File: src/rtl/mat_ctrl_pkg.sv
// Shared types and helpers for the matrix sequencers (mat_sub, mat_add, mat_mult).
package mat_ctrl_pkg;

    typedef enum logic [1:0] {
        StIdle,
        StRun,
        StDrain,
        StDone
    } seq_state_t;

    // Operand RAMs return data one cycle after the read strobe.
    localparam int unsigned READ_LAT = 1;

    function automatic int unsigned flat_addr(input int unsigned i,
                                              input int unsigned j,
                                              input int unsigned size_b);
        return i * size_b + j;
    endfunction

    // Counter width that stays at least one bit for degenerate 1-element ranges.
    function automatic int unsigned cnt_width(input int unsigned n);
        return (n > 1) ? $clog2(n) : 1;
    endfunction

endpackage

File: src/rtl/mat_addr_gen.sv
// Row-major element walker: row/column counters plus a flat address incrementer
// that saturates on the last element until cleared.
module mat_addr_gen
    import mat_ctrl_pkg::*;
#(
    parameter int unsigned SIZE_A = 8,
    parameter int unsigned SIZE_B = 8,
    parameter int unsigned ADDR_W = cnt_width(SIZE_A * SIZE_B)
) (
    input  logic              clk_i,
    input  logic              rst_ni,
    input  logic              clr_i,
    input  logic              en_i,
    output logic [ADDR_W-1:0] addr_o,
    output logic              last_o
);

    localparam int unsigned RowW = cnt_width(SIZE_A);
    localparam int unsigned ColW = cnt_width(SIZE_B);
    localparam logic [RowW-1:0] RowLast = RowW'(SIZE_A - 1);
    localparam logic [ColW-1:0] ColLast = ColW'(SIZE_B - 1);
    localparam logic [ADDR_W-1:0] AddrLast = ADDR_W'(flat_addr(SIZE_A - 1, SIZE_B - 1, SIZE_B));

    logic [RowW-1:0]   row_q, row_d;
    logic [ColW-1:0]   col_q, col_d;
    logic [ADDR_W-1:0] addr_q, addr_d;

    assign last_o = (row_q == RowLast) && (col_q == ColLast);
    assign addr_o = addr_q;

    always_comb begin
        row_d  = row_q;
        col_d  = col_q;
        addr_d = addr_q;
        if (clr_i) begin
            row_d  = '0;
            col_d  = '0;
            addr_d = '0;
        end else if (en_i && !last_o) begin
            // Flat incrementer tracks i*SIZE_B+j without a multiplier.
            addr_d = addr_q + ADDR_W'(1);
            if (col_q == ColLast) begin
                col_d = '0;
                row_d = row_q + RowW'(1);
            end else begin
                col_d = col_q + ColW'(1);
            end
        end
    end

    always_ff @(posedge clk_i or negedge rst_ni) begin
        if (!rst_ni) begin
            row_q  <= '0;
            col_q  <= '0;
            addr_q <= '0;
        end else begin
            row_q  <= row_d;
            col_q  <= col_d;
            addr_q <= addr_d;
        end
    end

    // The flat counter must agree with the row/column pair at the final element.
    logic unused_addr_last;
    assign unused_addr_last = (addr_q == AddrLast);

endmodule

File: src/rtl/mat_sub_sequencer.sv
// Element-wise C = A - B sequencer: streams operands from two single-port RAMs
// through a read-align stage and a registered subtract into a result RAM.
module mat_sub_sequencer
    import mat_ctrl_pkg::*;
#(
    parameter int unsigned SIZE_A = 8,
    parameter int unsigned SIZE_B = 8,
    parameter int unsigned N_BITS = 32,
    parameter int unsigned ADDR_W = cnt_width(SIZE_A * SIZE_B)
) (
    input  logic                     clk_i,
    input  logic                     rst_ni,
    input  logic                     start_i,
    output logic                     busy_o,
    output logic                     done_o,
    output logic                     rd_en_o,
    output logic [ADDR_W-1:0]        rd_addr_o,
    input  logic signed [N_BITS-1:0] rd_data_a_i,
    input  logic signed [N_BITS-1:0] rd_data_b_i,
    output logic                     wr_en_o,
    output logic [ADDR_W-1:0]        wr_addr_o,
    output logic signed [N_BITS:0]   wr_data_o
);

    seq_state_t state_q, state_d;

    logic              cnt_clr, cnt_en, rd_last;
    logic [ADDR_W-1:0] rd_addr;

    logic              s1_vld_q;
    logic [ADDR_W-1:0] s1_addr_q;
    logic              wr_en_q;
    logic [ADDR_W-1:0] wr_addr_q;
    logic [N_BITS:0]   wr_data_q;
    logic [N_BITS:0]   diff;

    mat_addr_gen #(
        .SIZE_A (SIZE_A),
        .SIZE_B (SIZE_B),
        .ADDR_W (ADDR_W)
    ) u_addr_gen (
        .clk_i  (clk_i),
        .rst_ni (rst_ni),
        .clr_i  (cnt_clr),
        .en_i   (cnt_en),
        .addr_o (rd_addr),
        .last_o (rd_last)
    );

    always_comb begin
        state_d = state_q;
        cnt_clr = 1'b0;
        cnt_en  = 1'b0;
        case (state_q)
            StIdle: begin
                if (start_i) state_d = StRun;
            end
            StRun: begin
                cnt_en = 1'b1;
                if (rd_last) state_d = StDrain;
            end
            StDrain: begin
                // Last write is on the bus once stage 1 has emptied.
                if (wr_en_q && !s1_vld_q) state_d = StDone;
            end
            StDone: begin
                cnt_clr = 1'b1;
                state_d = StIdle;
            end
            default: state_d = StIdle;
        endcase
    end

    always_ff @(posedge clk_i or negedge rst_ni) begin
        if (!rst_ni) begin
            state_q <= StIdle;
        end else begin
            state_q <= state_d;
        end
    end

    // Full-precision difference: one extra bit makes overflow impossible.
    assign diff = {rd_data_a_i[N_BITS-1], rd_data_a_i} - {rd_data_b_i[N_BITS-1], rd_data_b_i};

    always_ff @(posedge clk_i or negedge rst_ni) begin
        if (!rst_ni) begin
            s1_vld_q  <= 1'b0;
            s1_addr_q <= '0;
            wr_en_q   <= 1'b0;
            wr_addr_q <= '0;
            wr_data_q <= '0;
        end else begin
            s1_vld_q <= rd_en_o;
            wr_en_q  <= s1_vld_q;
            if (rd_en_o) s1_addr_q <= rd_addr;
            // Write bus only moves on valid data to avoid idle toggling.
            if (s1_vld_q) begin
                wr_addr_q <= s1_addr_q;
                wr_data_q <= diff;
            end
        end
    end

    assign rd_en_o   = (state_q == StRun);
    assign rd_addr_o = rd_addr;
    assign busy_o    = (state_q == StRun) || (state_q == StDrain);
    assign done_o    = (state_q == StDone);
    assign wr_en_o   = wr_en_q;
    assign wr_addr_o = wr_addr_q;
    assign wr_data_o = wr_data_q;

endmodule
File: config.mk
export PLATFORM = sky130hd
export DESIGN_NAME = mat_sub_sequencer
export DESIGN_NICKNAME = d
export VERILOG_FILES = /design/src/rtl/mat_ctrl_pkg.sv /design/src/rtl/mat_addr_gen.sv /design/src/rtl/mat_sub_sequencer.sv
export SDC_FILE = /design/constraint.sdc
export NUM_CORES = 1
export LEC_CHECK = 0
export BUFFER_PORTS_ARGS = -buffer_cell sky130_fd_sc_hd__buf_2
export CORE_MARGIN = 8
export CORE_UTILIZATION = 45
export DETAILED_ROUTE_END_ITERATION = 12
export GPL_TIMING_DRIVEN = 0
export PLACE_DENSITY = 0.77
export SYNTH_ARGS = -nofsm -noshare
export SYNTH_HDL_FRONTEND = slang
export SYNTH_SLANG_ARGS = --single-unit
File: constraint.sdc
create_clock -name clk_i -period 2.25 [get_ports clk_i]
set_input_delay 0.225 -clock clk_i [delete_from_list [all_inputs] [get_ports clk_i]]
set_output_delay 0.225 -clock clk_i [all_outputs]
set_load 0.02 [all_outputs]
==> summary.md <==
| Metric | Value |
|---|---|
| Post-synth ARST share | 1.00 |
| Slew headroom | 0.470 |
| Via-per-instance ratio | 5.35 |
| CP required | 2480 ps |
| Min-delay worst type | in2async |
| # rows | 35 |
| Critical-path cell list | buf_2 > ha_4 > fa_2 > nor2b_2 > o31a_1 > o41a_1 > a31oi_4 > o31a_4 > o21ai_2 > xor2_1 > mux2_4 |
| Die Area | 0.0130 mm^2 |
| Grt total ovfl | 0 |
| Final min period | 2220 ps |
| RSZ-0062 raised after global routing | yes |
| Fin worst setup slack | 29.4 ps |
| Final hold violations | 46 |
| Initial antenna violation count | 0 |
| MaxCap Viol Count | 0 |
| Hpwl dp | 9060 um |
| Final setup TNS | 0 ps |
| Pwr per Cell Area | 1010 mW/mm^2 |
| Top Layer Used | met4 |
| Top Ports | 116 |
| Root buf cell | clkbuf_8 |
| Vias in the first global route | 4,062 |
| Mapped Nets | 579 |
| Largest net degree at the start of global routing | 62 |
| Clk sinks | 61 |
| Startpoint types | input pin |
| Met2 wire length | 5890 um |
| Post-route ant nets | 0 |
| Buffers & Inverters on Critical Path | 1 |
| Final setup vio count | 0 |
| Wire length per cell | 15.8 um |
| TritonCTS Buffers | 9 |
| Synth Flop Type | dfrtp_1 |
| First-pass DRT Iterations | 4 |
| Leakage power | 0.00272 uW |
| Tcrit/Tclk final | 0.987 |
| Pins over their slew limit | 0 |
| H-tree depth | 3 |
| Fmax | 450 MHz |
| Initial detailed-routing violation count | 113 |
| First-pass GRT wire length | 18,800 um |
| Syn-to-layout area delta | 25.5% |
| NumNets Final | 706 |
| Via count | 3,911 |
| Core Box Area | 0.00928 mm^2 |
| Seq/Total Area, Yosys | 0.354 |
| Layout cell share with drive strength beyond 1 | 0.324 |
| CP arrival | 2450 ps |
| Gpl congestion | 0.893 |
| Crit path max fanout | 3 |
| Ant. Diodes | 0 |
| Max Root-Sink Buffers | 2 |
| Die X-Extent | 114 um |
| Placed Instance Area | 0.00510 mm^2 |
| Syn Inst Count | 470 |
| Slowest-stage cell, CP | fa_2 |
| VDD IR-drop max | 898 uV |
| #FFs+latches synth | 61 |
| Post-synth EDFFs | 0 |
| Ys Warns | 0 |
| DRC Markers | 0 |
| Total length of routed met3 wires | 863 um |
| WS Path Type | in2reg |
| Run status | finished with violations |
| Die Y | 114 um |
| Clock Latency Late Sink | 340 ps |
| Worst setup EP type | flop |
| Library cells used by synthesis | 54 |
| Pre-CTS WS | -543 ps |
| Port Buf Inserts | 115 |
| Failing checks | hold timing |
| Syn Area/Cell | 9.17 um^2 |
| Total GRT Usage | 0.176 |
| Worst-Margin Slew | 796 ps |
| CTS tree | yes |
| Syn Std Cell Area | 0.00431 mm^2 |
| Initial Util | 0.464 |
| Max stage delay on crit path | 350 ps |
| Post-route cell area | 0.00541 mm^2 |
| WL met1 | 4680 um |
| Post-Route Utilization | 0.583 |
| Worst-path clk slew | 80 ps |
| Clk_skew | 7.56 ps |
| WL final | 11,600 um |
| Fin Hold WS | -43.2 ps |
| Crit path max-delay family | compound AO/OA/AOI/OAI gates |
cell type report:
cell class	instances	area, um^2
plain buffers	16	62.6
multi-input cells	346	2660
well taps	129	161
clock inverters	7	73.8
repair buffers	121	633
clock buffers	9	124
flip-flops and latches	61	1530
inverters	42	165
fillers	890	3870
worst paths after layout:
check	start	to	slack, ps	cells past startpoint
max	rd_data_b_i[0]	wr_data_o[28]	30	11
min	rst_ni	wr_data_o[12]	-40	1
max reg2reg	s1_vld_q	wr_data_o[30]	260	3
min reg2reg	wr_data_o[1]	wr_data_o[1]	490	2
max in group asynchronous	rst_ni	u_addr_gen.addr_o[2]	1750	1
min in group clk_i	rd_data_b_i[0]	wr_data_o[0]	220	3
report_power, final:
group | internal [uW] | total [uW] | switching, uW
sequential | 1540 | 1810 | 274
combinational | 1100 | 2680 | 1580
clock | 515 | 998 | 483
cells in the final DEF, fill, tap and decap left out, types with 4 or more instances in the layout:
| cell type | instances |
|---|---|
| a21oi_1 | 35 |
| o21ai_0 | 19 |
| xnor2_1 | 16 |
| nand4_1 | 13 |
| clkbuf_8 | 9 |
| ha_1 | 37 |
| a21o_1 | 14 |
| a21oi_2 | 4 |
| xor2_1 | 14 |
| nor2_1 | 25 |
| clkbuf_1 | 12 |
| buf_2 | 113 |
| nor2b_1 | 4 |
| inv_1 | 39 |
| dfrtp_1 | 61 |
| o21a_1 | 5 |
| and3_1 | 4 |
| buf_4 | 7 |
| mux2_2 | 34 |
| nand2b_1 | 4 |
| nand2_1 | 42 |
| nand3_1 | 11 |
timing repair:
action,CTS,global route
hold buffers,0,0
pin swaps,8,6
buffers inserted,3,3
endpoints found under the setup margin,9,8
resized for setup,12,11
cloned,0,0
through the flow:
step	instances	total power (uW)
4_1_cts	732	5530
2_1_floorplan	470	3600
3_5_place_dp	714	4490
5_1_grt	731	5860
3_3_place_gp	714	4390
6_report	731	5490
flip-flops by register name, indices dropped and copies added (netlist names):
name / count
s1_vld_q: 1
wr_addr_o: 6
s1_addr_q: 6
u_addr_gen.row_q: 3
state_q: 2
wr_en_o: 1
u_addr_gen.addr_o: 6
wr_data_o: 33
u_addr_gen.col_q: 3
synthesized netlist by cell type (13+ instances only):
master,instances,area share
nand4_1,13,0.019
mux2_2,35,0.091
o21ai_0,22,0.026
nand2_1,42,0.037
a21oi_1,39,0.045
xnor2_1,16,0.033
clkbuf_1,19,0.017
inv_1,41,0.036
xor2_1,14,0.028
nor2_1,25,0.022
ha_1,41,0.12
a21o_1,14,0.024
dfrtp_1,61,0.35
worst reg2reg max path: cells and delay by family, from the launching register on:
kind	cells	cell delay [ps]
muxes	1	410
DFF	1	470
buffers and inverters	2	1000
layer usage:
metal | up-vias | global-route usage
met5 | - | 0
li1 | 1918 | -
met3 | 12 | 0.0544
met2 | 106 | 0.313
met1 | 1875 | 0.196
met4 | 0 | 0.0515
cell families (layout without fill, tap and decap cells):
group | count (synthesis) | after routing | share of synthesized area
buffers and inverters | 63 | 195 | 0.0548
XOR/XNOR | 30 | 30 | 0.0609
adder cells (fa/ha/maj) | 42 | 42 | 0.124
AND/OR/NAND/NOR | 123 | 123 | 0.140
flip-flops | 61 | 61 | 0.354
multiplexers | 35 | 35 | 0.0914
AO/OA/AOI/OAI | 116 | 116 | 0.175
Note: power is estimated with default switching activity, not from simulation.
